$ cat config.mk
export PLATFORM = sky130hd
export DESIGN_NAME = unary_add_sequencer
export DESIGN_NICKNAME = d
export VERILOG_FILES = /design/src/rtl/unary_add_pkg.sv /design/src/rtl/unary_stream_gen.sv /design/src/rtl/unary_add_sequencer.sv
export SDC_FILE = /design/constraint.sdc
export NUM_CORES = 1
export LEC_CHECK = 0
export BUFFER_PORTS_ARGS = -buffer_cell sky130_fd_sc_hd__buf_2
export CORE_UTILIZATION = 45
export CTS_CLUSTER_DIAMETER = 200
export DETAILED_ROUTE_END_ITERATION = 7
export GPL_TIMING_DRIVEN = 0
export PLACE_DENSITY_LB_ADDON = 0.08
export SYNTH_ARGS = -nofsm -noshare
export SYNTH_HDL_FRONTEND = slang
export SYNTH_SLANG_ARGS = --single-unit
$ cat constraint.sdc
create_clock -name clk -period 2.2 [get_ports clk]
set_clock_uncertainty 0.2 [all_clocks]
set_input_delay 0.22 -clock clk [delete_from_list [all_inputs] [get_ports clk]]
set_output_delay 0.22 -clock clk [all_outputs]
set_load 0.01 [all_outputs]
$ cat src/rtl/unary_add_pkg.sv
// -----------------------------------------------------------------------------
// unary_add_pkg
//   Shared constants for the unary adder sequencer and its stream generators.
//   UA_W       default operand/sum width (paired adder counter width)
//   ST_*       sequencer FSM state encodings
//   write_max  drain-length guard: longest legal WRITE phase plus one
// -----------------------------------------------------------------------------
package unary_add_pkg;

    localparam int UA_W = 7;

    localparam logic [1:0] ST_IDLE  = 2'd0;
    localparam logic [1:0] ST_READ  = 2'd1;
    localparam logic [1:0] ST_WRITE = 2'd2;
    localparam logic [1:0] ST_DONE  = 2'd3;

    // A full drain of a W-bit adder takes 2^W cycles of dout plus the cycle
    // that absorbs the registered C, so 2^W+1 can only be reached if the
    // adder misbehaves.
    function automatic int write_max(input int w);
        return (1 << w) + 1;
    endfunction

    localparam int WRITE_MAX = (1 << UA_W) + 1;

endpackage

$ cat src/rtl/unary_stream_gen.sv
// -----------------------------------------------------------------------------
// unary_stream_gen
//   Converts a binary value into a unary pulse train: loads a W-bit counter,
//   then emits one '1' per decrement until the counter is empty.
// Ports
//   clk       in   clock, rising edge
//   rst_n     in   asynchronous active-low reset (counter -> 0)
//   load      in   capture load_val into the counter (wins over dec)
//   load_val  in   W  value to serialise
//   dec       in   decrement the counter this cycle if nonzero
//   strm      out  unary stream bit (count != 0); low doubles as the zero flag
//   last      out  count <= 1, i.e. the counter is empty after this decrement
// -----------------------------------------------------------------------------
module unary_stream_gen
    import unary_add_pkg::*;
#(
    parameter int W = UA_W
) (
    input  logic         clk,
    input  logic         rst_n,
    input  logic         load,
    input  logic [W-1:0] load_val,
    input  logic         dec,
    output logic         strm,
    output logic         last
);

    logic [W-1:0] count;

    always_ff @(posedge clk or negedge rst_n) begin
        if (!rst_n) begin
            count <= '0;
        end else if (load) begin
            count <= load_val;
        end else if (dec && (count != '0)) begin
            count <= count - 1'b1;
        end
    end

    assign strm = (count != '0);
    // Upper bits clear means the value is 0 or 1.
    assign last = (count[W-1:1] == '0);

endmodule

$ cat src/rtl/unary_add_sequencer.sv
// -----------------------------------------------------------------------------
// unary_add_sequencer
//   Front end for the W-bit unary adder. Takes a binary operand pair over a
//   valid/ready handshake, streams both operands into the adder in unary form
//   (READ), then drains the adder (WRITE), counting dout ones to rebuild the
//   binary sum. Any adder carry C seen during the operation sets ovf.
//   The result is offered over a second valid/ready handshake (DONE).
// Ports
//   clk            in   clock, rising edge
//   rst_n          in   asynchronous active-low reset (shared with the adder)
//   in_valid       in   operand pair valid
//   in_ready       out  high in IDLE only
//   a_val, b_val   in   W  binary operands
//   A, B           out  unary streams to the adder
//   en             out  adder enable (READ or WRITE)
//   read_or_write  out  0 = accumulate, 1 = drain
//   dout           in   adder drain stream
//   C              in   adder overflow strobe (registered in the adder)
//   res_valid      out  result available (DONE)
//   res_ready      in   result consumed
//   sum            out  W  (a+b) mod 2^W
//   ovf            out  any carry seen during the operation
// -----------------------------------------------------------------------------
module unary_add_sequencer
    import unary_add_pkg::*;
#(
    parameter int W = UA_W
) (
    input  logic         clk,
    input  logic         rst_n,
    input  logic         in_valid,
    output logic         in_ready,
    input  logic [W-1:0] a_val,
    input  logic [W-1:0] b_val,
    output logic         A,
    output logic         B,
    output logic         en,
    output logic         read_or_write,
    input  logic         dout,
    input  logic         C,
    output logic         res_valid,
    input  logic         res_ready,
    output logic [W-1:0] sum,
    output logic         ovf
);

    localparam int         WMAX_I   = write_max(W);
    localparam logic [W:0] WCNT_MAX = WMAX_I[W:0];

    logic [1:0]   state;
    logic [W-1:0] ones;
    logic [W:0]   wcnt;
    logic [W-1:0] sum_r;
    logic         ovf_r;
    logic         first_rd;

    logic accept;
    logic in_read;
    logic in_write;
    logic a_strm, a_last;
    logic b_strm, b_last;

    assign accept   = (state == ST_IDLE) && in_valid;
    assign in_read  = (state == ST_READ);
    assign in_write = (state == ST_WRITE);

    unary_stream_gen #(.W(W)) u_gen_a (
        .clk      (clk),
        .rst_n    (rst_n),
        .load     (accept),
        .load_val (a_val),
        .dec      (in_read),
        .strm     (a_strm),
        .last     (a_last)
    );

    unary_stream_gen #(.W(W)) u_gen_b (
        .clk      (clk),
        .rst_n    (rst_n),
        .load     (accept),
        .load_val (b_val),
        .dec      (in_read),
        .strm     (b_strm),
        .last     (b_last)
    );

    always_ff @(posedge clk or negedge rst_n) begin
        if (!rst_n) begin
            state    <= ST_IDLE;
            ones     <= '0;
            wcnt     <= '0;
            sum_r    <= '0;
            ovf_r    <= 1'b0;
            first_rd <= 1'b0;
        end else begin
            case (state)
                ST_IDLE: begin
                    if (in_valid) begin
                        ovf_r    <= 1'b0;
                        ones     <= '0;
                        wcnt     <= '0;
                        first_rd <= 1'b1;
                        // Nothing to stream for a zero pair: go straight to the drain.
                        state    <= ((a_val | b_val) != '0) ? ST_READ : ST_WRITE;
                    end
                end

                ST_READ: begin
                    first_rd <= 1'b0;
                    // C lags the adder by one cycle, so the first READ cycle
                    // still shows whatever preceded this operation.
                    if (!first_rd) begin
                        ovf_r <= ovf_r | C;
                    end
                    if (a_last && b_last) begin
                        state <= ST_WRITE;
                    end
                end

                ST_WRITE: begin
                    wcnt <= wcnt + 1'b1;
                    if (wcnt == '0) begin
                        // Carry from the final READ cycle lands here; dout is
                        // not yet valid because the adder registers it.
                        ovf_r <= ovf_r | C;
                    end else if (wcnt == WCNT_MAX) begin
                        // Adder never reported empty: abort and flag it.
                        sum_r <= ones;
                        ovf_r <= 1'b1;
                        state <= ST_DONE;
                    end else if (!dout) begin
                        sum_r <= ones;
                        state <= ST_DONE;
                    end else begin
                        ones <= ones + 1'b1;
                    end
                end

                ST_DONE: begin
                    if (res_ready) begin
                        state <= ST_IDLE;
                    end
                end

                default: begin
                    state <= ST_IDLE;
                end
            endcase
        end
    end

    assign in_ready      = (state == ST_IDLE);
    assign res_valid     = (state == ST_DONE);
    assign A             = in_read && a_strm;
    assign B             = in_read && b_strm;
    assign en            = in_read || in_write;
    assign read_or_write = in_write;
    assign sum           = sum_r;
    assign ovf           = ovf_r;

endmodule

==> metrics.cfg <==
[logic_synthesis]
synth_edf_count = 0
syn_nets = 302
synthCells = 270
synth-seq-cells = 40
async_reset_ff_frac = 1.00
synth_area_leader_cell = dfrtp_1
netlist-cell-type-count = 52
synth_most_common_cell = dfrtp_1
ys_seq_area_frac = 0.394
avgSynthCellArea_um2 = 9.42
netlist_top_cells_area = dfrtp_1, ha_1, mux2_4, nor2_1, a21oi_1
yosysWarnings = 0
syn_area_mm2 = 0.00254
yosysTopAreaCellShare = 0.394
ys.flop_type = dfrtp_1
ys_top_cells_by_count = dfrtp_1, nor2_1, a21oi_1, nand2_1, inv_1

[die]
core_area_mm2 = 0.00547
ios = 34
rows = 27
dieHeight_um = 77.2
fp.dieW_um = 77.2
initial_core_util = 0.465
die-area_mm2 = 0.00596

[global_routing]
antenna_found_initial = 0
grtUsageTotal = 0.213
grt-ovfl-total = 0
grt_pass1_vias = 2027
grt_pass1_wl_um = 10100
grt_max_degree = 41

[pwr]
p_seq_frac = 0.341
max-vdd-ir-drop_uv = 780
p_sw_w = 0.00150
pwr-share-comb = 0.524
clock_power_share = 0.135
switching_share = 0.437
p_leak_nw = 1.42
p_int_w = 0.00194
powerDensity_mw_per_mm2 = 1120

[worst_hold_path]
hold_class = input port to flip-flop
hold_start = a_val[0]
min_to = u_gen_a.count[0]
hold_depth = 3

[setup_path]
slowest_delay_ns = 0.42
crit_type = flip-flop to flip-flop
setup.worst_path.start_class = flip-flop
rr_worst_depth = 6
crit_fanout = 5
endpoint_kind = flip-flop
worstPathArrival_ns = 2.15
crit_chain = inv_1, ha_1, mux2_2, a31oi_2, mux2_1, a22o_1
cp.required_ns = 2.18
r2r_slack_ns = 0.03
critical_path.slowest_cell = dfrtp_1
reg2reg_from = wcnt[0]
rr_endpoint = ones[4]

[cts]
clk_pin_slew_worst_paths_ns = 0.08
clock_latency_ns = 0.29
cts_max_level = 2
cts-buffers-inserted = 5
tritoncts = done
clock_path_buffers = 2
root_buffer = clkbuf_8
clock_sinks = 40

[timing]
setup_viol = 0
setup_tns_ns = 0
layout_setup_ws_ns = 0.0306
rsz0062_at_grt = true
hold_violations = 0
worst-slew-pin-transition_ns = 0.927
relSlewSlack = 0.382
fmax_ghz = 0.461
period_minus_slack_ns = 2.17
period_share = 0.986
drv_slew = 0

[finish]
fin_util = 0.562
multi_input_area_mm2 = 0.00150
fillers = 534
drive_gt1_frac = 0.252
fin_nets = 354
design_area_mm2 = 0.00308
antennaDiodeCount = 0
ff_latch_area_mm2 = 0.00100
areaGrowthSynthToFinish_pct = 21.0

[job]
maxCapViolCount = 0

[route]
wl_per_cell_um = 14.7
drt-vias-per-instance = 5.46
vias = 2151
drt-pass1-iter-count = 4
wl_um = 5810
ant_nets = 0
drt_first_iter_violations = 81
drcViolationCount = 0

[outcome]
status = completed

[placement]
io_buffers = 32
dpl.hpwl_um = 4120
post-place-ws_ns = -0.251
place.gp.congestion = 0.820
placed_area_mm2 = 0.00279

[worst max path at each step]
| stage | from | end | cells past startpoint |
|---|---|---|---|
| floorplan | state[0] | state[0] | 8 |
| global placement | state[0] | ones[1] | 7 |
| detailed placement | state[0] | ones[1] | 7 |
| CTS | wcnt[0] | ones[4] | 6 |
| global route | wcnt[0] | ones[4] | 6 |
| finish | wcnt[0] | ones[4] | 6 |
[final cells by class]
cell class | instances | area share
buffer | 11 | 0.0179
clock buffer | 6 | 0.0236
clock inverter | 1 | 0.00163
inverter | 16 | 0.0195
multi-input combinational | 202 | 0.488
sequential | 40 | 0.325
tap | 72 | 0.0293
timing repair buffer | 46 | 0.0943
[layout by cell type (no fill, tap or decap), types with 6 or more instances in the layout]
cell type,count
dfrtp_1,40
buf_2,37
nor2_1,25
nand2_1,18
a21oi_1,18
inv_1,15
nor3_1,12
nand3_1,10
ha_1,10
dlygate4sd3_1,10
mux2_4,8
nor4_1,6
o21ai_0,6
and3_1,6
xnor2_1,6
[metrics by stage]
step	hold slack (ns)	total power [W]	cells
3_5_place_dp	0.221	0.00280	374
5_1_grt	0.0444	0.00371	394
6_report	0.0183	0.00344	394
4_1_cts	0.00331	0.00334	392
2_1_floorplan	-0.276	0.00235	270
3_3_place_gp	0.217	0.00277	374
[registers in the layout, summed over array words and instances, names as in the netlist]
register / count
wcnt: 8
ones: 7
sum: 7
u_gen_a.count: 7
u_gen_b.count: 7
state: 2
first_rd: 1
ovf: 1
[worst max-delay path: cells and delay by family (launching register included)]
kind / cells / cell delay [ns]
buf+inv: 1 / 0.09
compound gates: 2 / 0.46
fa+ha+maj: 1 / 0.22
flops: 1 / 0.42
mux: 2 / 0.67
[layer usage]
| metal | GRT usage | vias up | wire (um) |
|---|---|---|---|
| met5 | 0 | - | 0 |
| met4 | 0.0679 | 0 | 24 |
| met3 | 0.0393 | 2 | 247 |
| met2 | 0.319 | 42 | 2550 |
| met1 | 0.309 | 1020 | 2990 |
| li1 | - | 1087 | - |
[repair_timing]
action,in CTS,in global routing
hold buffers,10,0
setup endpoints to repair,33,24
endpoints found under the hold margin,49,0
gates resized for setup,5,13
pin swaps,1,1
buffers inserted,2,2
[power by group through the flow]
stage               logic (W)  clock network [W]  registers, W
floorplan             0.00123                  0       0.00112
global placement      0.00161                  0       0.00117
detailed placement    0.00162                  0       0.00117
CTS                   0.00171           0.000489       0.00114
global route          0.00200           0.000508       0.00120
finish                0.00180           0.000465       0.00117
[kinds of logic (layout without fill, tap and decap cells)]
logic type               count (synthesis)  count (layout)  share of synthesized area
adder cells (fa/ha/maj)                 12              12                     0.0590
AO/OA/AOI/OAI                           56              56                      0.150
buffers and inverters                   28              80                     0.0443
XOR/XNOR                                10              10                     0.0344
multiplexers                            20              20                     0.0974
flip-flops                              40              40                      0.394
AND/OR/NAND/NOR                        104             104                      0.222
(Power assumes the default switching activity.)
